[config.mk]
export PLATFORM = sky130hd
export DESIGN_NAME = vt_patch_scheduler
export DESIGN_NICKNAME = d
export VERILOG_FILES = /design/src/rtl/vt_ctrl_pkg.sv /design/src/rtl/vt_wb_regs.sv /design/src/rtl/vt_patch_scheduler.sv
export SDC_FILE = /design/constraint.sdc
export NUM_CORES = 1
export LEC_CHECK = 0
export BUFFER_PORTS_ARGS = -buffer_cell sky130_fd_sc_hd__buf_2
export CAP_MARGIN = 30
export CORE_MARGIN = 4
export CORE_UTILIZATION = 50
export CTS_BUF_LIST = sky130_fd_sc_hd__clkbuf_8 sky130_fd_sc_hd__clkbuf_16
export DETAILED_ROUTE_END_ITERATION = 8
export HOLD_SLACK_MARGIN = 0.1
export PLACE_DENSITY = 0.73
export SYNTH_ARGS = -nofsm -noshare
export SYNTH_HDL_FRONTEND = slang
export SYNTH_SLANG_ARGS = --single-unit
[constraint.sdc]
create_clock -name wb_clk_i -period 3.7 [get_ports wb_clk_i]
set_clock_uncertainty 0.1 [all_clocks]
set_input_delay 0.37 -clock wb_clk_i [delete_from_list [all_inputs] [get_ports wb_clk_i]]
set_output_delay 0.37 -clock wb_clk_i [all_outputs]
set_load 0.01 [all_outputs]
[src/rtl/vt_ctrl_pkg.sv]
// Shared constants, state encoding and sizing helpers
// for the VisionTransformer patch scheduler.
package vt_ctrl_pkg;

  localparam logic [1:0] REG_CTRL   = 2'd0;
  localparam logic [1:0] REG_STATUS = 2'd1;
  localparam logic [1:0] REG_BASE   = 2'd2;
  localparam logic [1:0] REG_RSVD   = 2'd3;

  localparam int CTRL_START  = 0;
  localparam int CTRL_ABORT  = 1;
  localparam int CTRL_IRQ_EN = 2;

  localparam int STAT_BUSY    = 0;
  localparam int STAT_DONE    = 1;
  localparam int STAT_CNT_LSB = 16;

  typedef enum logic [1:0] {
    IDLE,
    ISSUE,
    DRAIN,
    DONE
  } state_t;

  function automatic int n_patch(input int dim, input int p);
    return dim / p;
  endfunction

  function automatic int idx_w(input int n);
    return (n > 1) ? $clog2(n) : 1;
  endfunction

  function automatic int cnt_w(input int total);
    return $clog2(total + 1);
  endfunction

endpackage

[src/rtl/vt_wb_regs.sv]
// Wishbone slave: decode, single-cycle ack, CTRL/STATUS/IMG_BASE
// storage, START/ABORT pulses and the sticky W1C DONE flag.
module vt_wb_regs
  import vt_ctrl_pkg::*;
#(
  parameter logic [31:0] BASE_ADDR = 32'h3000_0000
) (
  input  logic        clk,
  input  logic        rst,
  input  logic        wbs_stb_i,
  input  logic        wbs_cyc_i,
  input  logic        wbs_we_i,
  input  logic [3:0]  wbs_sel_i,
  input  logic [31:0] wbs_adr_i,
  input  logic [31:0] wbs_dat_i,
  output logic        wbs_ack_o,
  output logic [31:0] wbs_dat_o,
  input  logic        busy,
  input  logic        done_set,
  input  logic [15:0] done_cnt,
  output logic        start,
  output logic        abort,
  output logic        irq_en,
  output logic [31:0] img_base,
  output logic        irq
);

  logic        hit;
  logic        req;
  logic        wr;
  logic        w1c;
  logic        done_q;
  logic [1:0]  idx;
  logic [31:0] rdata;
  logic        unused_adr;

  assign unused_adr = ^wbs_adr_i[1:0];

  assign hit = wbs_adr_i[31:4] == BASE_ADDR[31:4];
  // ~ack keeps back-to-back strobes from acking twice in a row
  assign req = wbs_stb_i & wbs_cyc_i & hit & ~wbs_ack_o;
  assign wr  = req & wbs_we_i;
  assign idx = wbs_adr_i[3:2];

  assign start = wr & (idx == REG_CTRL) & wbs_sel_i[0]
               & wbs_dat_i[CTRL_START];
  assign abort = wr & (idx == REG_CTRL) & wbs_sel_i[0]
               & wbs_dat_i[CTRL_ABORT];
  assign w1c   = wr & (idx == REG_STATUS) & wbs_sel_i[0]
               & wbs_dat_i[STAT_DONE];

  assign irq = done_q & irq_en;

  always_comb begin
    rdata = '0;
    unique case (idx)
      REG_CTRL:   rdata[CTRL_IRQ_EN] = irq_en;
      REG_STATUS: rdata = {done_cnt, 14'b0, done_q, busy};
      REG_BASE:   rdata = img_base;
      REG_RSVD:   rdata = '0;
    endcase
  end

  always_ff @(posedge clk) begin
    if (rst) begin
      wbs_ack_o <= 1'b0;
      wbs_dat_o <= '0;
      irq_en    <= 1'b0;
      img_base  <= '0;
      done_q    <= 1'b0;
    end else begin
      wbs_ack_o <= req;
      if (req)
        wbs_dat_o <= rdata;
      if (wr && idx == REG_CTRL && wbs_sel_i[0])
        irq_en <= wbs_dat_i[CTRL_IRQ_EN];
      if (wr && idx == REG_BASE)
        for (int b = 0; b < 4; b++)
          if (wbs_sel_i[b])
            img_base[8*b +: 8] <= wbs_dat_i[8*b +: 8];
      if (done_set)
        done_q <= 1'b1;
      else if (w1c || (start && !busy))
        done_q <= 1'b0;
    end
  end

endmodule

[src/rtl/vt_patch_scheduler.sv]
// Raster patch walker with credit-limited issue, completion
// counting and frame-done interrupt, configured over Wishbone.
module vt_patch_scheduler
  import vt_ctrl_pkg::*;
#(
  parameter int          DATA_WIDTH = 32,
  parameter int          IMG_WIDTH  = 512,
  parameter int          IMG_HEIGHT = 512,
  parameter int          PATCH      = 16,
  parameter int          MAX_OUTST  = 4,
  parameter logic [31:0] BASE_ADDR  = 32'h3000_0000
) (
  input  logic        wb_clk_i,
  input  logic        wb_rst_i,
  input  logic        wbs_stb_i,
  input  logic        wbs_cyc_i,
  input  logic        wbs_we_i,
  input  logic [3:0]  wbs_sel_i,
  input  logic [31:0] wbs_adr_i,
  input  logic [31:0] wbs_dat_i,
  output logic        wbs_ack_o,
  output logic [31:0] wbs_dat_o,
  output logic        patch_valid_o,
  input  logic        patch_ready_i,
  output logic [idx_w(IMG_WIDTH/PATCH)-1:0]  patch_x_o,
  output logic [idx_w(IMG_HEIGHT/PATCH)-1:0] patch_y_o,
  output logic [31:0] patch_addr_o,
  output logic        patch_last_o,
  input  logic        patch_done_i,
  output logic        irq_o
);

  localparam int NPX   = n_patch(IMG_WIDTH, PATCH);
  localparam int NPY   = n_patch(IMG_HEIGHT, PATCH);
  localparam int TOTAL = NPX * NPY;
  localparam int XW    = idx_w(NPX);
  localparam int YW    = idx_w(NPY);
  localparam int CW    = cnt_w(TOTAL);
  localparam int BPP   = DATA_WIDTH / 8;

  localparam logic [31:0] X_STEP = 32'(PATCH * BPP);
  localparam logic [31:0] Y_STEP = 32'(PATCH * IMG_WIDTH * BPP);
  localparam logic [XW-1:0] X_LAST = XW'(NPX - 1);
  localparam logic [YW-1:0] Y_LAST = YW'(NPY - 1);

  state_t state;
  state_t nstate;

  logic [XW-1:0] x;
  logic [YW-1:0] y;
  logic [CW-1:0] issued;
  logic [CW-1:0] completed;
  logic [CW-1:0] outst;
  logic [31:0]   base_q;
  logic [31:0]   img_base;

  logic start;
  logic abort;
  logic irq_en;
  logic busy;
  logic done_set;
  logic hs;
  logic done_ok;
  logic launch;

  vt_wb_regs #(
    .BASE_ADDR (BASE_ADDR)
  ) u_regs (
    .clk       (wb_clk_i),
    .rst       (wb_rst_i),
    .wbs_stb_i (wbs_stb_i),
    .wbs_cyc_i (wbs_cyc_i),
    .wbs_we_i  (wbs_we_i),
    .wbs_sel_i (wbs_sel_i),
    .wbs_adr_i (wbs_adr_i),
    .wbs_dat_i (wbs_dat_i),
    .wbs_ack_o (wbs_ack_o),
    .wbs_dat_o (wbs_dat_o),
    .busy      (busy),
    .done_set  (done_set),
    .done_cnt  (16'(completed)),
    .start     (start),
    .abort     (abort),
    .irq_en    (irq_en),
    .img_base  (img_base),
    .irq       (irq_o)
  );

  assign outst   = issued - completed;
  assign hs      = patch_valid_o & patch_ready_i;
  assign launch  = (state == IDLE) & start;
  assign done_ok = patch_done_i & (outst != '0) & busy;

  assign patch_x_o    = x;
  assign patch_y_o    = y;
  assign patch_addr_o = base_q + 32'(y) * Y_STEP + 32'(x) * X_STEP;

  always_ff @(posedge wb_clk_i) begin
    if (wb_rst_i)
      state <= IDLE;
    else
      state <= nstate;
  end

  always_comb begin
    nstate = state;
    unique case (state)
      IDLE:  if (start) nstate = ISSUE;
      ISSUE: begin
        if (abort)
          nstate = IDLE;
        else if (hs && patch_last_o)
          nstate = DRAIN;
      end
      DRAIN: begin
        if (abort)
          nstate = IDLE;
        else if (completed == CW'(TOTAL))
          nstate = DONE;
      end
      DONE:  nstate = IDLE;
      default: nstate = IDLE;
    endcase
  end

  always_comb begin
    busy          = state != IDLE;
    patch_valid_o = (state == ISSUE) && (outst < CW'(MAX_OUTST));
    patch_last_o  = (state == ISSUE) && (x == X_LAST) && (y == Y_LAST);
    done_set      = (state == DONE) && !abort;
  end

  always_ff @(posedge wb_clk_i) begin
    if (wb_rst_i) begin
      x         <= '0;
      y         <= '0;
      issued    <= '0;
      completed <= '0;
      base_q    <= '0;
    end else if (launch) begin
      x         <= '0;
      y         <= '0;
      issued    <= '0;
      completed <= '0;
      base_q    <= img_base;
    end else begin
      if (hs) begin
        issued <= issued + 1'b1;
        if (x == X_LAST) begin
          x <= '0;
          y <= y + 1'b1;
        end else begin
          x <= x + 1'b1;
        end
      end
      if (done_ok)
        completed <= completed + 1'b1;
    end
  end

endmodule

### Word-level counts from Yosys, hierarchy flattened

Index checks and enable logic that the tools add are counted.

* bitwise gates (word level): 17
* reduce and logical (&&, ||, !) cells: 25
* add/subtract/negate cells: 7
* mux-type cells: 12
* equal/unequal tests: 13
* magnitude comparators: 1

Operator list (number)
* $pmux W29 S2: 1
* $add A32 B11 Y32: 1
* $add A32 B20 Y32: 1
* $eq A28 B26 Y1 const B: 1
* $add A11 B1 Y11 const B: 2
* $and A1 B1 Y1: 16
* $eq A11 B11 Y1 const B: 1
* $lt A11 B3 Y1 const B: 1
* $reduce_bool A11 Y1: 1
* $sub A11 B11 Y11: 1
* $add A5 B1 Y5 const B: 2
* $eq A5 B5 Y1 const B: 2
* $mux W2: 5
* $reduce_and A2 Y1: 5
* $logic_and A1 B1 Y1: 9
* $eq A2 B2 Y1 const B: 4
* $pmux W2 S4: 1
* $ne A3 B3 Y1 const B: 2
* $mux W5: 1
* $eq A2 B1 Y1 const B: 2
* $logic_not A2 Y1: 2
* $pmux W2 S2: 1
* $reduce_bool A2 Y1: 2
* $reduce_or A2 Y1: 2
* 7 further kinds: 9

* output and inout port bits: 78
* word-level logic and storage cells: 89
* flip-flop bits (word level): 133
* bits of input ports: 75

### Longest topological paths before layout

* depth in word-level cells: 11
* depth in mapped cells: 14
* mapped depth without buffers: 11

### By module

From an unflattened synthesis, not the netlist that was laid out.

* cell total of the unflattened synthesis: 888
* area, all modules: 7407.1 um^2

Modules (own cells, without submodules)
* vt_patch_scheduler: area each 4087.7 um^2, seq. area each 1321.3 um^2, cells each 534, times used 1
* vt_wb_regs: area each 3319.4 um^2, seq. area each 1341.3 um^2, cells each 354, times used 1

### Worst setup path after synthesis

Ideal clock, no wire load.

* kind: register to register
* start: register completed[3]
* end: register y[3], in the netlist patch_y_o[3]
* library setup time: 0.071 ns
* data required time: 3.529 ns
* cell stages (with the launch flop): 12
* arrival: 3.139 ns
* setup slack: 0.391 ns
* period minus slack after synthesis: 3.309 ns
* buffers on the path: 1
* path through: dfxtp_1 clkbuf_1 inv_1 ha_1 a21o_1 a311o_1 o221ai_1 o31ai_1 or4b_4 or4_4 or3_1 a21oi_1

* cells in the longest elaborated chain, start to end: 5

Ends and longest elaborated chain
* start: declaration: line vt_patch_scheduler.sv:52 `logic [CW-1:0] completed;`
* start signal: assignment: line vt_patch_scheduler.sv:157 `completed <= completed + 1'b1;`
* $sub A11 B11 Y11: line vt_patch_scheduler.sv:89 `assign outst = issued - completed;`
* $lt A11 B3 Y1: line vt_patch_scheduler.sv:128 `patch_valid_o = (state == ISSUE) && (outst < CW'(MAX_OUTST));`
* $logic_and A1 B1 Y1: line vt_patch_scheduler.sv:128
* $and A1 B1 Y1: line vt_patch_scheduler.sv:90 `assign hs = patch_valid_o & patch_ready_i;`
* $reduce_and A2 Y1 (no source line)
* end signal: assignment: line vt_patch_scheduler.sv:151 `y <= y + 1'b1;`
* end: declaration: line vt_patch_scheduler.sv:50 `logic [YW-1:0] y;`

No other way between the ends.
A chain may end at the register's enable or synchronous reset.

### Final worst setup path

* start: register base_q[6]
* end: output patch_addr_o[28]

* cells in the longest elaborated chain, start to end: 2

Ends and longest elaborated chain
* start: declaration: line vt_patch_scheduler.sv:54 `logic [31:0] base_q;`
* start signal: assignment: line vt_patch_scheduler.sv:145 `base_q <= img_base;`
* $add A32 B20 Y32: line vt_patch_scheduler.sv:96 `assign patch_addr_o = base_q + 32'(y) * Y_STEP + 32'(x) * X_STEP;`
* $add A32 B11 Y32: line vt_patch_scheduler.sv:96
* end: declaration: line vt_patch_scheduler.sv:27 `output logic [31:0] patch_addr_o,`

No other way between the ends.

==> reports/qor.yml <==
setup_path:
  worstPathArrival_ps: 3070
  cp-startpoint: "base_q[6]$_SDFFE_PP0P_"
  critPathMaxStageDelay_ps: 410
  path_class: "reg2out"
  cp_slowest_cell: "fa_1"
  r2r_slack_ps: 210
  worstPathCellList: "ha_1 -> inv_1 -> fa_1 -> nor2b_1 -> o21ai_0 -> a21boi_1 -> o2111ai_1 -> a31oi_1 -> and2_2 -> nand4_1 -> xnor2_1 -> buf_2"
  r2r-start: "completed[4]$_SDFFE_PP0P_"
  critPathCaptureType: "primary output"
  path_max_fanout: 6
  cp.required_ps: 3230
  start_kind: "flip-flop"
finish:
  fin_util_pct: 63.37
  final_nets: 1107
  instances_no_fill: 1189
  areaGrowthSynthToFinish_pct: 24.74
  n_fill_cell: 1157
  drive_gt1_share_pct: 20.85
  layout_commonest_cell: "nand2_1"
  layout_common_cells: "nand2_1, buf_2, dfxtp_1"
clock_tree:
  insertion_delay_ps: 430
  cts.sinks: 133
  clockRootBuffer: "clkbuf_16"
  cts_buffers: 17
  htree_levels: 4
  post_cts_buffers: 0
  cts_tree: "built"
  clkTransAtPathRegs_ps: 60
  clockBufferDepth: 2
floorplanning:
  die_area_mm2: 0.01532
  num_io_pins: 153
  initial_core_util_pct: 50.80
  dieHeight_um: 123.8
  dieWidth_um: 123.8
  coreArea_mm2: 0.01319
  rows: 42
placed_design:
  io_buffers: 150
  place_congestion: 0.9746
  dp_hpwl_um: 13780
  place_inst: 1140
global_route:
  grt_pass1_vias: 6017
  grt_max_degree: 74
  grt_overflow: 0
  grt_pass1_wl_um: 29650
  grt_usage_pct: 24.70
  antenna_found_initial: 1
sta:
  hold_violations: 0
  slew_headroom_pct: 39.05
  fin_crit_ps: 3538
  period_share_pct: 95.63
  rsz0062_at_grt: "false"
  setup_viol_count_final: 0
  hold_ws_ps: 102.4
  drv_slew: 0
  max_freq_mhz: 282.6
  worst_pin_slew_ps: 914.3
  fin_tns_setup_ps: 0
detailed_routing:
  met1_length_um: 8444
  top_layer_used: "met4"
  wire_per_inst_um: 16.03
  vias_per_cell: 5.499
  antenna_left: 0
  vias: 6538
  route.met3.wl_um: 1037
  drtPass1Iterations: 7
  drc: 0
  wl_met2_um: 9183
  dr.first_iter.drc_count: 640
  wl_um: 19070
hold_path:
  worstHoldStart: "wbs_dat_i[15]"
  hp-class: "in2reg"
power_and_ir_drop:
  p_per_area_mw_per_mm2: 377.7
  p_leak_nw: 3.489
  power_w: 0.003157
  ir_drop_mv: 0.3101
yosys:
  synth.ff_latch_count: 133
  syn-instance-count: 845
  synth_ff_type: "dfxtp_1"
  yosysWarnings: 0
  yosysSeqAreaShare_pct: 39.74
  synth_edf_count: 0
  yosysUniqueCellTypes: 56
  synth_area_mm2: 0.006700
  syn-num-nets: 952
  synth_async_sr_flop_share_pct: 0
  syn_area_per_cell_um2: 7.929
run_status:
  status: "finished clean"
job:
  max_cap_viol_count: 0
==> kinds of logic after synthesis <==
kind of cell / after synthesis / share of synthesized area, %
fa+ha+maj: 32 / 6.088
xor+xnor: 27 / 3.529
buf+inv: 71 / 4.463
simple gates: 354 / 24.93
compound gates: 223 / 20.50
mux: 5 / 0.7470
flops: 133 / 39.74
==> power breakdown <==
part,switching [W],leakage [nW],total (W),internal [W]
sequential,0.0000000000000619,1.07,0.00143,0.00143
clock,0.000684,0.275,0.00162,0.000940
combinational,0.0000546,2.14,0.000101,0.0000464
==> timing repair <==
action,in CTS,in global routing
pin swaps,0,1
hold buffers,17,0
endpoints found under the setup margin,2,7
resized for setup,1,5
endpoints found under the hold margin,17,0
==> flip-flops by register name, indices dropped and copies added, names as in the netlist <==
signal            flops
state                 2
u_regs.done_q         1
u_regs.wbs_ack_o      1
completed            11
issued               11
patch_x_o             5
u_regs.wbs_dat_o     32
patch_y_o             5
u_regs.img_base      32
base_q               32
u_regs.irq_en         1
==> cell usage after synthesis (8+ instances only) <==
cell      number  area (µm²)
a21o_1         8       60.06
and3_1        15       93.84
dfxtp_1      133        2663
ha_1          31       387.9
o21ai_0       39       195.2
or3_1         14       87.58
a22o_1        18       157.7
nand4_1       13       81.33
a21oi_1      100       500.5
clkbuf_1      36       135.1
nand2_1      192       720.7
and2_1        11       68.82
nor2_1        41       153.9
xor2_1         8       70.07
inv_1         24       90.09
a22oi_1       13       97.59
nand3_1       13       65.06
nor3_1        10       50.05
xnor2_1       19       166.4
==> final cells by class <==
type                    count  area, µm²  area share, %
clock inverters            14      151.4          1.811
clock buffers              17      425.4          5.090
repair buffers            183       1054          12.60
multi-input cells         641       3750          44.87
flip-flops and latches    133       2665          31.89
diodes                      1      2.502        0.02994
well taps                 176      220.2          2.635
inverters                  24      90.09          1.078
==> critical path: cells and delay by family, from the launching register on <==
kind / cells / cell delay, ps
buffers and inverters: 2 / 210
AOI/OAI and AO/OA: 4 / 740
DFF: 1 / 400
xor gates and xnor gates: 1 / 140
adders and majority gates: 2 / 640
and+or+nand+nor: 3 / 510
==> metal layers <==
| layer | vias to the layer above | global-route usage, % |
|---|---|---|
| met1 | 2990 | 32.31 |
| met5 | - | 0 |
| met4 | 0 | 8.097 |
| met3 | 34 | 4.178 |
| met2 | 213 | 41.43 |
| li1 | 3301 | - |
==> through the flow <==
| stage | instance area, µm² | setup WS [ps] |
|---|---|---|
| after CTS | 8344 | 20.81 |
| after global routing | 8358 | 8.498 |
| final | 8358 | 161.5 |
| after global placement | 7597 | 194.2 |
| after floorplan | 6700 | 390.5 |
| after detailed placement | 7597 | 204.1 |
==> path summary, 6_finish.rpt <==
kind                                       to  cells past startpoint
max                          patch_addr_o[28]                     12
min          u_regs.img_base[15]$_SDFFE_PP0P_                      3
max reg2reg         patch_y_o[3]$_SDFFE_PP0P_                     10
min reg2reg            base_q[3]$_SDFFE_PP0P_                      2
(Power assumes the default switching activity.)
